<file path="src/rtl/menu_pkg.sv">
// Shared definitions for the menu navigation controller: state encoding,
// menu item indices and the foreground/background colour palette.
package menu_pkg;

   typedef enum logic [1:0] {
      ST_MENU    = 2'd0,
      ST_GAME    = 2'd1,
      ST_RELEASE = 2'd2
   } menu_state_t;

   localparam logic [1:0] ITEM_START  = 2'd0;
   localparam logic [1:0] ITEM_DIFF   = 2'd1;
   localparam logic [1:0] ITEM_COLORS = 2'd2;

   // Returns {color1, color2} for a palette index
   function automatic logic [23:0] palette(input logic [1:0] idx);
      case (idx)
         2'd0:    palette = {12'hFFF, 12'h000};
         2'd1:    palette = {12'hF00, 12'h00F};
         2'd2:    palette = {12'h0F0, 12'hF0F};
         2'd3:    palette = {12'hFF0, 12'h0FF};
         default: palette = {12'hFFF, 12'h000};
      endcase
   endfunction

endpackage

</file>
<file path="src/rtl/menu_nav_ctl_btn_repeat.sv">
// Button front end: input register, press-edge detection and auto-repeat.
// Emits a registered one-cycle step on each press edge and every REPEAT_CYCLES of hold.
module btn_repeat #(
   parameter int REPEAT_CYCLES = 16_250_000
) (
   input  logic clk,
   input  logic rst,
   input  logic btn,
   input  logic block,
   output logic btn_q,
   output logic step
);

   localparam int CNT_W = $clog2(REPEAT_CYCLES);
   localparam logic [CNT_W-1:0] CNT_LAST = CNT_W'(REPEAT_CYCLES - 1);

   logic [CNT_W-1:0] cnt_r;
   logic [CNT_W-1:0] cnt_s;
   logic             step_s;

   // Next counter value and step decision; opposing button held suppresses everything
   always_comb begin
      cnt_s  = cnt_r;
      step_s = 1'b0;
      if (btn & block) begin
         cnt_s = '0;
      end else if (btn & ~btn_q) begin
         step_s = 1'b1;
         cnt_s  = '0;
      end else if (btn) begin
         if (cnt_r == CNT_LAST) begin
            step_s = 1'b1;
            cnt_s  = '0;
         end else begin
            cnt_s = cnt_r + CNT_W'(1);
         end
      end else begin
         cnt_s = '0;
      end
   end

   // Input register, repeat counter and registered step pulse
   always_ff @(posedge clk or posedge rst) begin
      if (rst) begin
         btn_q <= 1'b0;
         cnt_r <= '0;
         step  <= 1'b0;
      end else begin
         btn_q <= btn;
         cnt_r <= cnt_s;
         step  <= step_s;
      end
   end

endmodule

</file>
<file path="src/rtl/menu_nav_ctl.sv">
// Menu navigation controller: cursor, difficulty and palette selection, hand-off
// to the game on START; configuration outputs only change at frame boundaries.
module menu_nav_ctl
   import menu_pkg::*;
#(
   parameter int REPEAT_CYCLES = 16_250_000,
   parameter int N_ITEMS       = 3
) (
   input  logic        clk,
   input  logic        rst,
   input  logic        btn_up,
   input  logic        btn_down,
   input  logic        btn_enter,
   input  logic        vsync_in,
   input  logic        game_over,
   output logic [1:0]  sel_item,
   output logic        difficulty,
   output logic [11:0] color1,
   output logic [11:0] color2,
   output logic        game_start,
   output logic        in_game
);

   localparam logic [1:0] ITEM_MAX = 2'(N_ITEMS - 1);

   menu_state_t state_r;
   menu_state_t state_s;
   logic        up_q;
   logic        down_q;
   logic        up_step;
   logic        down_step;
   logic        enter_q;
   logic        enter_evt_r;
   logic        vsync_q;
   logic        vsync_evt_r;
   logic        diff_pend_r;
   logic        diff_pend_s;
   logic [1:0]  pal_pend_r;
   logic [1:0]  pal_pend_s;
   logic [1:0]  sel_s;
   logic        game_start_s;
   logic        in_game_s;

   btn_repeat #(.REPEAT_CYCLES(REPEAT_CYCLES)) u_up (
      .clk   (clk),
      .rst   (rst),
      .btn   (btn_up),
      .block (btn_down),
      .btn_q (up_q),
      .step  (up_step)
   );

   btn_repeat #(.REPEAT_CYCLES(REPEAT_CYCLES)) u_down (
      .clk   (clk),
      .rst   (rst),
      .btn   (btn_down),
      .block (btn_up),
      .btn_q (down_q),
      .step  (down_step)
   );

   // Enter and vsync are registered, then their rising edges are registered as events
   always_ff @(posedge clk or posedge rst) begin
      if (rst) begin
         enter_q     <= 1'b0;
         enter_evt_r <= 1'b0;
         vsync_q     <= 1'b0;
         vsync_evt_r <= 1'b0;
      end else begin
         enter_q     <= btn_enter;
         enter_evt_r <= btn_enter & ~enter_q;
         vsync_q     <= vsync_in;
         vsync_evt_r <= vsync_in & ~vsync_q;
      end
   end

   // Next-state and next-output logic; enter takes precedence over cursor steps
   always_comb begin
      state_s      = state_r;
      sel_s        = sel_item;
      diff_pend_s  = diff_pend_r;
      pal_pend_s   = pal_pend_r;
      game_start_s = 1'b0;
      in_game_s    = in_game;
      case (state_r)
         ST_MENU: begin
            if (enter_evt_r) begin
               case (sel_item)
                  ITEM_START: begin
                     game_start_s = 1'b1;
                     in_game_s    = 1'b1;
                     state_s      = ST_GAME;
                  end
                  ITEM_DIFF: begin
                     diff_pend_s = ~diff_pend_r;
                     state_s     = ST_RELEASE;
                  end
                  ITEM_COLORS: begin
                     pal_pend_s = pal_pend_r + 2'd1;
                     state_s    = ST_RELEASE;
                  end
                  default: begin
                     state_s = ST_MENU;
                  end
               endcase
            end else if (down_step & ~up_step) begin
               sel_s = (sel_item >= ITEM_MAX) ? 2'd0 : sel_item + 2'd1;
            end else if (up_step & ~down_step) begin
               sel_s = (sel_item == 2'd0) ? ITEM_MAX : sel_item - 2'd1;
            end else begin
               sel_s = sel_item;
            end
         end
         ST_GAME: begin
            if (game_over) begin
               state_s   = ST_RELEASE;
               sel_s     = ITEM_START;
               in_game_s = 1'b0;
            end else begin
               state_s = ST_GAME;
            end
         end
         ST_RELEASE: begin
            if (~(up_q | down_q | enter_q)) begin
               state_s = ST_MENU;
            end else begin
               state_s = ST_RELEASE;
            end
         end
         default: begin
            state_s = ST_MENU;
         end
      endcase
   end

   // State register and registered control outputs
   always_ff @(posedge clk or posedge rst) begin
      if (rst) begin
         state_r     <= ST_MENU;
         sel_item    <= 2'd0;
         diff_pend_r <= 1'b0;
         pal_pend_r  <= 2'd0;
         game_start  <= 1'b0;
         in_game     <= 1'b0;
      end else begin
         state_r     <= state_s;
         sel_item    <= sel_s;
         diff_pend_r <= diff_pend_s;
         pal_pend_r  <= pal_pend_s;
         game_start  <= game_start_s;
         in_game     <= in_game_s;
      end
   end

   // Pending configuration is published only on a frame boundary
   always_ff @(posedge clk or posedge rst) begin
      if (rst) begin
         difficulty <= 1'b0;
         color1     <= 12'hFFF;
         color2     <= 12'h000;
      end else if (vsync_evt_r) begin
         difficulty       <= diff_pend_r;
         {color1, color2} <= palette(pal_pend_r);
      end
   end

endmodule
</file>
<file path="config.mk">
export PLATFORM = sky130hd
export DESIGN_NAME = menu_nav_ctl
export DESIGN_NICKNAME = d
export VERILOG_FILES = /design/src/rtl/menu_pkg.sv /design/src/rtl/menu_nav_ctl_btn_repeat.sv /design/src/rtl/menu_nav_ctl.sv
export SDC_FILE = /design/constraint.sdc
export NUM_CORES = 1
export LEC_CHECK = 0
export ABC_CLOCK_PERIOD_IN_PS = 2190
export CORE_ASPECT_RATIO = 0.6
export CORE_MARGIN = 2
export CORE_UTILIZATION = 39
export CTS_CLUSTER_SIZE = 40
export DETAILED_ROUTE_END_ITERATION = 8
export GPL_TIMING_DRIVEN = 0
export SETUP_SLACK_MARGIN = 0.15
export SLEW_MARGIN = 5
export SYNTH_ARGS = -nofsm -noshare
export SYNTH_HDL_FRONTEND = slang
export SYNTH_HIERARCHICAL = 1
export SYNTH_SLANG_ARGS = --single-unit
</file>
<file path="constraint.sdc">
create_clock -name clk -period 2.19 [get_ports clk]
set_input_delay 0.3285 -clock clk [delete_from_list [all_inputs] [get_ports clk]]
set_output_delay 0.3285 -clock clk [all_outputs]
set_load 0.05 [all_outputs]
</file>
# Yosys cells after proc, flatten, opt, wreduce, memory -nomap -nowiden
# Index checks and enable logic that the tools add are counted.
word_totals:
  reg_bits: 90
  input_bits: 7
  output_inout_bits: 29
  wordCells: 100
classes:
  n_addsub: 5
  order_cmp: 1
  eq_ne: 14
  n_mux: 36
  n_bitwise: 16
  reduce_logical: 9
ops:
  columns: ["operator", "count"]
  rows:
  - ["24-bit two-way mux", 8]
  - ["24-bit case mux with 4 select lines", 1]
  - ["24-bit by 1-bit adder with 24-bit output, second input constant", 2]
  - ["24-bit equality test, second input constant", 2]
  - ["2-bit two-way mux", 9]
  - ["1-bit two-way mux", 14]
  - ["2-bit equality test, second input constant", 4]
  - ["2-bit inequality test, second input constant", 4]
  - ["2-bit case mux with 2 select lines", 2]
  - ["4-bit AND reduction", 2]
  - ["1-bit AND", 7]
  - ["1-bit inverter", 7]
  - ["2-bit by 1-bit equality test with 1-bit output, second input constant", 3]
  - ["2-bit logical NOT", 3]
  - ["2-bit case mux with 3 select lines", 1]
  - ["3-bit AND reduction", 2]
  - ["2-bit by 1-bit adder with 2-bit output, second input constant", 2]
  - ["3-bit inequality test, second input constant", 1]
  - ["2-bit greater-or-equal comparator, second input constant", 1]
  - ["1-bit OR", 2]
  - ["1-bit case mux with 2 select lines", 1]
  - ["2-bit nonzero test", 1]
  - ["2-bit OR reduction", 1]
  - ["2-bit by 1-bit subtractor with 2-bit output, second input constant", 1]

# Longest topological paths before layout
# Gate-level depths: netlist of the first run.
depth:
  depth_word: 6
  depth_mapped: 6
  depth_no_buf: 5

# Cells and area by module
# The synthesis of the first run kept the hierarchy.
by_module_without_submodules:
  columns: ["mod", "instances", "cells_per_inst", "area_each_um2", "seq_area_each_um2"]
  rows:
  - ["btn_repeat", 2, 138, 1323.8, 650.6]
  - ["menu_nav_ctl", 1, 96, 1093.5, 504.2]

# Worst setup path after synthesis of the first run
# OpenSTA, ideal clock, no wires.
synth_path:
  kind: "reg2reg"
  start: "reg u_down.cnt_r[0]"
  end: "reg u_down.cnt_r[22]"
  setup_ps: 77
  arrival_time_ps: 1838
  required_time_ps: 2113
  setup_slack_ps: 275
  stages_incl_launch_ff: 6
  n_path_buf: 0
  period_less_slack_ps: 1915
  cell_sequence: "dfrtp_1 ha_1 nand4_2 or4_1 or4_1 a21oi_1"
synth_between:
  elab_chain_cells: 5
  word_cells_on_any_way: 6
  cone_classes: "add/sub (1); eq/ne (1); mux (4)"
synth_lines:
  columns: ["item", "line", "text"]
  rows:
  - ["start, declared", "menu_nav_ctl_btn_repeat.sv:17", "logic [CNT_W-1:0] cnt_r;"]
  - ["start signal, assigned", "menu_nav_ctl_btn_repeat.sv:50", "cnt_r <= cnt_s;"]
  - ["24-bit by 1-bit adder with 24-bit output / 24-bit equality test (equally long branches)", "menu_nav_ctl_btn_repeat.sv:35, menu_nav_ctl_btn_repeat.sv:31", null]
  - ["24-bit two-way mux *", "menu_nav_ctl_btn_repeat.sv:31", "if (cnt_r == CNT_LAST) begin"]
  - ["24-bit two-way mux *", "menu_nav_ctl_btn_repeat.sv:30", "end else if (btn) begin"]
  - ["24-bit two-way mux *", "menu_nav_ctl_btn_repeat.sv:27", "end else if (btn & ~btn_q) begin"]
  - ["24-bit two-way mux *", "menu_nav_ctl_btn_repeat.sv:25", "if (btn & block) begin"]
  - ["net u_down.cnt_s[22]", "menu_nav_ctl_btn_repeat.sv:18", "logic [CNT_W-1:0] cnt_s;"]
# The timed path passes the listed nets; every way through them passes the cells marked *.
# A chain may end at the register's enable or synchronous reset.

# Worst setup path after layout of the first run
layout_path:
  start: "reg u_up.cnt_r[0]"
  end: "reg u_up.cnt_r[22]"
layout_between:
  elab_chain_cells: 5
  word_cells_on_any_way: 6
  cone_classes: "add/sub (1); eq/ne (1); mux (4)"
layout_lines:
  columns: ["item", "line"]
  rows:
  - ["start, declared", "menu_nav_ctl_btn_repeat.sv:17"]
  - ["start signal, assigned", "menu_nav_ctl_btn_repeat.sv:50"]
  - ["24-bit by 1-bit adder with 24-bit output / 24-bit equality test (equally long branches)", "menu_nav_ctl_btn_repeat.sv:35, menu_nav_ctl_btn_repeat.sv:31"]
  - ["24-bit two-way mux *", "menu_nav_ctl_btn_repeat.sv:31"]
  - ["24-bit two-way mux *", "menu_nav_ctl_btn_repeat.sv:30"]
  - ["24-bit two-way mux *", "menu_nav_ctl_btn_repeat.sv:27"]
  - ["24-bit two-way mux *", "menu_nav_ctl_btn_repeat.sv:25"]
  - ["net u_up.cnt_s[22]", "menu_nav_ctl_btn_repeat.sv:18"]
# Marked as above.

==> summary by stage, run 1 <==
Timing
For the final database, setup skew stands at 0.00617 ns. The count of final setup violators is 0. After layout, the worst path uses 90.5% of the clock period.

Setup repair after global routing left no endpoint under its margin. Derived from the worst setup path, the maximum achievable clock frequency is 504 MHz. The number of endpoints with negative hold slack in the final report is 0. The worst slew slack as a fraction of its limit is 32.9%. The worst-case hold slack is 0.404 ns. The number of pins with negative max-slew slack in the final report is 0. For the pin with the worst max-slew slack, the measured transition is 1.01 ns.

The worst path in the final design needs a cycle of 1.98 ns, including I/O delays and setup.

Clocking
The cell sitting at the root of the clock tree is a clkbuf_16. The H-tree was split into 3 levels. In this run the deepest clock path goes through 2 buffers. CTS saw 72 sinks. The clock slew at the register clock pins of the worst setup and hold paths is 0.06 ns. The clock insertion delay at the later pin of the skew report is 0.33 ns. The number of buffers added by the clock tree synthesis step is 9. TritonCTS built the clock tree.

After clock tree synthesis, the flow added hold-fix buffers numbering 0.

Synthesis
After synthesis, the share of flip-flops with an asynchronous set or reset is 100%. The multiplexer area fraction after synthesis is 2.88%. Summing the areas of all and, or, nand and nor instances in the mapped netlist gives 23.3% of the synthesized area. The fraction of the yosys area taken by sequential cells is 48.3%. The yosys synthesis warning count is 6.

The post-synthesis share of cell area spent on xor and xnor gates is 7.02%. The top flip-flop cell by instance count after synthesis is dfrtp_1. The gate count after technology mapping is 372.

dfrtp_1 takes more of the synthesized area than any other cell. The synthesized netlist devotes 7.12% of its cell area to compound gates. The largest family of logic cells by synthesized area is simple AND/OR/NAND/NOR gates. The number of synthesized flops with an enable pin is 0. The summed instance area of the synthesized netlist is 3740 um^2. After synthesis the netlist holds a flip-flop and latch count of 72.

The number of nets in the synthesized netlist is 392. In the post-synthesis netlist, the biggest area contributors are dfrtp_1, nor2_1, ha_1. Counting distinct cell types in the post-synthesis netlist gives 41.

Of the total synthesized cell area, the portion taken by full adders, half adders and majority gates is 4.35%. The top cell type's share of synthesized area is 46.2%. The per-instance average area after synthesis is 10.1 um^2.

Critical path
STA classifies the critical path startpoint as a flop. The category of the worst setup path capture point is a flop. The required arrival time at the worst endpoint is 2.45 ns. At the worst endpoint, the arrival time is 2.24 ns. The slowest stage of the critical path belongs to the cell or4_4. The setup path with the least slack is of type reg -> reg.

On the worst path, the slowest cell contributes a delay of 0.58 ns. Traced cell by cell, the critical path runs through ha_4, nand4_4, or4_4, or4_1, a21oi_1. Counting both buffers and inverters, the worst setup path holds a total of 0. The maximum fanout along the worst path is 4.

The family with the most delay on the worst path is simple AND/OR/NAND/NOR gates.

Final layout
At the end of the flow the core is filled with cells to 50.9%. Of the cells placed in the final design, the portion with a size suffix greater than 1 is 20.0%. The diode insertion count for antenna repair is 0. The net count of the finished layout is 444. From synthesis to final layout, the design area changed by 26.0%. The fill cell instance count of the final layout is 882.

Outcome
The run finished with clean final reports.

Route
The first-pass iteration count of the detailed router is 4. The count of vias placed by the detailed router is 2836. The number of vias per cell is 5.07. The remaining antenna violation count after routing is 0. The detailed router finished its first iteration with 262 violations. For this run, design rule violations remaining after detail routing come to 0. The routed wire length is 7870 um. The detail-routed net length per standard cell is 14.1 um.

Global route
The overall global routing resource usage is 17.0%. The first global-routing pass estimated 13600 um of wire. The initial antenna violation count is 0. The via count of the first global-routing pass was 2773. The total grt overflow is 0. Entering global routing, the biggest net connects 27 pins.

Floorplanning
The die covers 10400 um^2. Once the floorplan was initialized, standard cells occupied 40.4% of the core. The I/O pin total is 36.

The total area inside the core boundary comes to 9260 um^2. The floorplan has 27 rows. From bottom edge to top edge, the die measures 79.9 um.

The die outline width is 130 um.

Hold path
The worst min-delay path category is reg -> reg.

Placement
The weighted congestion at the end of routability-driven global placement is 0.849. The HPWL after detailed placement is 5600 um. In this run the tool buffered the top-level ports with 35 buffer cells.

Power
The cell area power density is 1070 nW/um^2. The worst supply voltage drop on vdd is 674 uV. The leakage power total is 1.98 nW.

Job
The tool flagged a number of max-cap violations equal to 0.
stage by stage:
step | setup TNS (ns) | cell area [um^2] | power, mW | setup slack [ns] | cells
after detailed placement | -2.11 | 4250 | 3.73 | -0.102 | 537
final | 0 | 4710 | 5.06 | 0.208 | 559
after global routing | 0 | 4710 | 5.32 | 0.156 | 559
after global placement | -1.30 | 4250 | 3.69 | -0.0828 | 537
after floorplan | 0 | 3740 | 3.12 | 0.275 | 372
after CTS | 0 | 4580 | 5.13 | 0.0593 | 553
sequential cells by signal (all words and copies together), names as in the netlist, 2 cells and up:
signal	count
u_down/cnt_r	24
u_up/cnt_r	24
color1	3
color2	3
pal_pend_r	2
sel_item	2
state_r	2
kinds of logic (layout without fill, tap and decap cells):
kind of cell,count (synthesis),count (layout)
AOI/OAI and AO/OA,45,45
xor gates and xnor gates,30,30
adders and majority gates,13,13
buffers and inverters,48,105
DFF,72,72
muxes,10,10
and+or+nand+nor,154,154
where the power goes:
group	internal (mW)	switching, mW
Sequential	1.49	0.146
Clock	0.905	0.540
Combinational	0.735	1.25
per-layer routing:
layer,part of all wire (%),GRT usage (%),vias to the layer above
li1,-,-,1391
met1,52,25.3,1371
met2,42,23.9,68
met3,5.0,6.23,6
met4,0.62,2.55,0
met5,0,0,-
repair_timing:
action	in CTS	in global routing
resized for setup	17	23
cloned	0	0
pin swaps	0	4
endpoints found under the setup margin	50	48
setup buffers	0	6
cells in the mapped netlist (all sizes together), types with 8 or more instances:
| library cell | number |
|---|---|
| nand4 | 18 |
| xnor2 | 16 |
| inv | 20 |
| or3 | 12 |
| dfrtp | 69 |
| or4 | 9 |
| nand2 | 18 |
| a21oi | 18 |
| and4 | 8 |
| nand3 | 15 |
| nor2 | 44 |
| o21ai | 14 |
| buf | 27 |
| xor2 | 14 |
| ha | 13 |
final timing paths:
kind | start | depth (start not counted) | slack (ns) | end
min in group asynchronous | rst | 2 | 0.51 | state_r[1]
max in group asynchronous | rst | 2 | 0.88 | u_down/cnt_r[0]
setup reg to reg | u_up/cnt_r[0] | 5 | 0.21 | u_up/cnt_r[22]
setup / recovery | u_up/cnt_r[0] | 5 | 0.21 | u_up/cnt_r[22]
hold reg to reg | vsync_q | 1 | 0.40 | vsync_evt_r
hold / removal | vsync_q | 1 | 0.40 | vsync_evt_r
cell type report:
cell class / instances / area [um^2] / area share (%)
flip-flops and latches: 72 / 1810 / 38.5
multi-input cells: 252 / 1770 / 37.6
repair buffers: 41 / 393 / 8.34
clock buffers: 10 / 239 / 5.07
plain buffers: 28 / 198 / 4.19
well taps: 130 / 163 / 3.45
inverters: 20 / 75.1 / 1.59
clock inverters: 6 / 58.8 / 1.25
cells in the final DEF (no fill, tap or decap), types with 11 or more instances in the layout:
cell / n
xor2_1: 14
nand2_1: 18
nor2_1: 44
nand3_1: 13
inv_1: 20
nand4_1: 14
dfrtp_1: 63
o21ai_0: 14
xnor2_1: 16
buf_4: 24
a21oi_1: 17
ha_1: 11
clkdlybuf4s50_1: 21
Note: power is estimated with default switching activity, not from simulation.
==> run 2, diff against run 1 <==
Settings changed: TNS_END_PERCENT from default to 1.
==> run 2 against run 1 <==
Effect of this change: clock-buffer cell count stayed put; critical path depth is 3 lower; clock skew is 0.0020 ns higher; combinational power is 3% higher; routed wire length is 1.6% lower; cell count is 1.1% lower; total power is 1.3% higher; largest power group unchanged.
==> summary by stage, run 2 (synthesis gave the netlist of run 1 again) <==
Critical path
The critical path in this run is classified as reg -> out. The maximum fanout along the worst path is 5 (+1). The worst setup slack for register-to-register paths is 0.11 ns (-0.10 ns). The peak per-stage delay on the critical path is 0.79 ns (+0.21 ns). The reg-to-reg critical path startpoint is u_down/cnt_r[0]. The standard cell with the maximum stage delay on the critical path is clkdlybuf4s50_1. The number of cell instances on the worst register-to-register path came to 5 (unchanged).

The required arrival time at the worst endpoint is 1.86 ns (-0.59 ns). The end of the worst register-to-register path is u_down/cnt_r[22]. The critical path data arrival time is 1.78 ns (-0.46 ns). The category of the worst setup path capture point is a primary output. The startpoint type of the worst setup path is a flop.

The critical path goes through buf_4, clkdlybuf4s50_1.

Floorplanning
The area enclosed by the die boundary is 10400 um^2 (unchanged). The starting density of the core is 40.4% (unchanged). The vertical die dimension was 79.9 um (unchanged). The die outline width is 130 um (unchanged).

The area of the core region is 9260 um^2 (unchanged). The number of core rows came to 27 (unchanged). The I/O pin total is 36 (unchanged).

Power
The cell area power density was 1110 nW/um^2 (+3.5%). The worst supply voltage drop on vdd is 728 uV (+8.0%). The internal power of the cells is 3.19 mW (+1.9%). The leakage power total came to 1.92 nW (-3.1%). The switching share of total power is 37.8% (-0.37 points). The share of total power in combinational logic was 39.8% (+0.7 points). The net switching component of the power came to 1.94 mW (+0.29%). The portion of total power attributed to the clock network is 28.2% (-0.3 points). The power share of the sequential group was 31.9% (-0.4 points). The overall power after layout is 5.13 mW (+1.3%).

Clocking
The clock insertion delay at the later pin of the skew report is 0.33 ns (about the same). The maximum level of the CTS H-tree is 3 (unchanged). The post-cts hold buffer count is 0 (unchanged).

Clock tree synthesis selected as its root buffer the cell clkbuf_16. The clock tree buffer depth is 2 (unchanged). The buffer count from post-CTS setup fixing is 0 (unchanged).

The count of clock tree sinks is 72 (unchanged). The clock slew at the register clock pins of the worst setup and hold paths is 0.06 ns (about the same). The CTS tree is yes.

The number of buffers added by the clock tree synthesis step is 9 (unchanged).

Placement
The post-placement setup slack came to -0.102 ns (unchanged). The count of port buffers added during placement is 35 (unchanged). The estimated wirelength of the detail-placed design is 5600 um (unchanged).

The weighted congestion at the end of routability-driven global placement was 0.849 (unchanged). The cell area after placement came to 4250 um^2 (unchanged).

Route
The routed wire length was 7740 um (-1.6%). The detailed-routed wire length on met2 is 3160 um (-4.3%). Signal routing reaches up to met4. The count of vias placed by the detailed router is 2816 (-0.71%).

The number of design-rule violations left by the first detailed-router iteration is 267 (+1.9%). The first-pass iteration count of the detailed router is 4 (unchanged). The number of vias per cell is 5.09 (+0.37%).

The detail-routed net length per standard cell is 14.0 um (-0.50%). The remaining antenna violation count after routing was 0 (unchanged). The post-route DRC violation count is 0 (unchanged).

The met1 layer wirelength in the final routing came to 4150 um (+0.83%). The met3 routed wirelength came to 371 um (-4.9%).

Global route
The via count of the first global-routing pass is 2767 (-0.22%). The wire length of the first global-routing pass is 13600 um (-0.35%). The initial antenna violation count came to 0 (unchanged). The maximum number of pins on one net before global-route repair is 27 (unchanged). The overall global routing resource usage was 16.9% (-0.058 points). The total grt overflow came to 0 (unchanged).

Final layout
The most common cell after layout, fill and taps aside is dfrtp_1. The fraction of layout cells with a size suffix above 1 is 16.3% (-3.7 points). The final core area utilization was 49.8% (-1.1 points).

The final instance area is 4610 um^2 (-2.2%). The diode insertion count for antenna repair is 0 (unchanged). The net count of the finished layout came to 438 (-1.4%). The area growth from synthesis to layout is 23.2%.

In the final layout, the registers with the most flip-flops are u_down/cnt_r: 24 flops, u_up/cnt_r: 24 flops. Leaving out fill and tap cells, the most frequent cells in the layout are dfrtp_1, nor2_1, clkdlybuf4s50_1.

Timing
Setup repair after global routing could not meet its margin everywhere. The number of endpoints with negative hold slack in the final report is 0 (unchanged). The final critical-path setup slack is 0.0781 ns (-0.130 ns). The worst slew slack as a fraction of its limit is 33.5% (+0.62 points). The count of final setup violators is 0 (unchanged). The final worst clock skew is 0.00817 ns (+0.00200 ns).

The slew at the pin closest to its max-slew limit is 0.996 ns (-0.00935 ns). The number of pins with negative max-slew slack in the final report is 0 (unchanged). The time the worst path needs with I/O delays and setup is 2.11 ns (+0.130 ns). The final period utilization is 96.4% (+5.9 points).

The maximum clock frequency is 473 MHz (-6.1%).

Job
The number of maximum-capacitance constraint violations is 0 (unchanged).

Hold path
The end of the worst hold path is vsync_evt_r. The startpoint of the most critical hold path is vsync_q. In this run the worst hold path is classified as reg -> reg. The worst hold path depth is 1 (unchanged).

Outcome
The flow ran to the end, and the final reports show no timing, DRC or antenna violations.
[run 2: cell types whose count changed in the layout (fill, tap and decap cells not counted), sizes merged]
| cell | previous run | this run |
|---|---|---|
| buf | 30 | 24 |
| clkdlybuf4s50 | 21 | 33 |
| dlygate4sd2 | 10 | 1 |
| dlymetal6s2s | 4 | 1 |
[run 2: final cells by class]
cell class,instances,area [um^2]
fillers,889,4650
flip-flops and latches,72,1810
multi-input cells,252,1720
repair buffers,35,352
clock buffers,10,239
plain buffers,28,198
well taps,130,163
inverters,20,75.1
clock inverters,6,58.8
[run 2: how the worst max path moves through the flow]
stage	from	end	slack, ns	cells after the start
after floorplan	u_down/cnt_r[0]	u_down/cnt_r[22]	0.27	5
after global placement	u_down/cnt_r[9]	u_down/cnt_r[5]	-0.08	6
after detailed placement	u_down/cnt_r[9]	u_down/cnt_r[22]	-0.10	6
after CTS	color1[3]	color1[3]	0.06	2
after global routing	color1[7]	color1[7]	0.009	2
final	color1[3]	color1[2]	0.08	2
[run 2: power groups by stage]
stage          clock, mW  sequential (mW)  combinational (mW)
3_5_place_dp           0             1.67                2.06
6_report            1.45             1.64                2.04
3_3_place_gp           0             1.65                2.03
5_1_grt             1.56             1.66                2.15
2_1_floorplan          0             1.95                1.17
4_1_cts             1.49             1.64                2.06
[run 2: what timing repair did]
action / 4_1_cts / 5_1_grt
pin swaps: 0 / 1
setup endpoints to repair: 50 / 57
gates resized for setup: 4 / 10
[run 2: worst max-delay path: cells and delay by family, from the launching register on]
kind / cells / cell delay, ns
flip-flops: 1 / 0.56
buffers and inverters: 2 / 0.90
[run 2: per-stage QoR]
stage | std cells | hold WS [ns] | setup TNS [ns]
after floorplan | 372 | 0.290 | 0
after global placement | 537 | 0.387 | -1.30
after detailed placement | 537 | 0.401 | -2.11
after CTS | 553 | 0.409 | 0
after global routing | 553 | 0.428 | 0
final | 553 | 0.403 | 0
[run 2: per-layer routing]
metal	up-vias	GRT usage [%]
met5	-	0
met4	0	2.55
met3	6	6.23
met2	56	23.7
met1	1372	25.3
li1	1382	-
==> run 3, diff against run 2 <==
Settings changed: CTS_CLUSTER_DIAMETER from default to 100.
==> results of run 3 <==
Same layout as run 2: the final DEF is identical, and so are final timing and power.
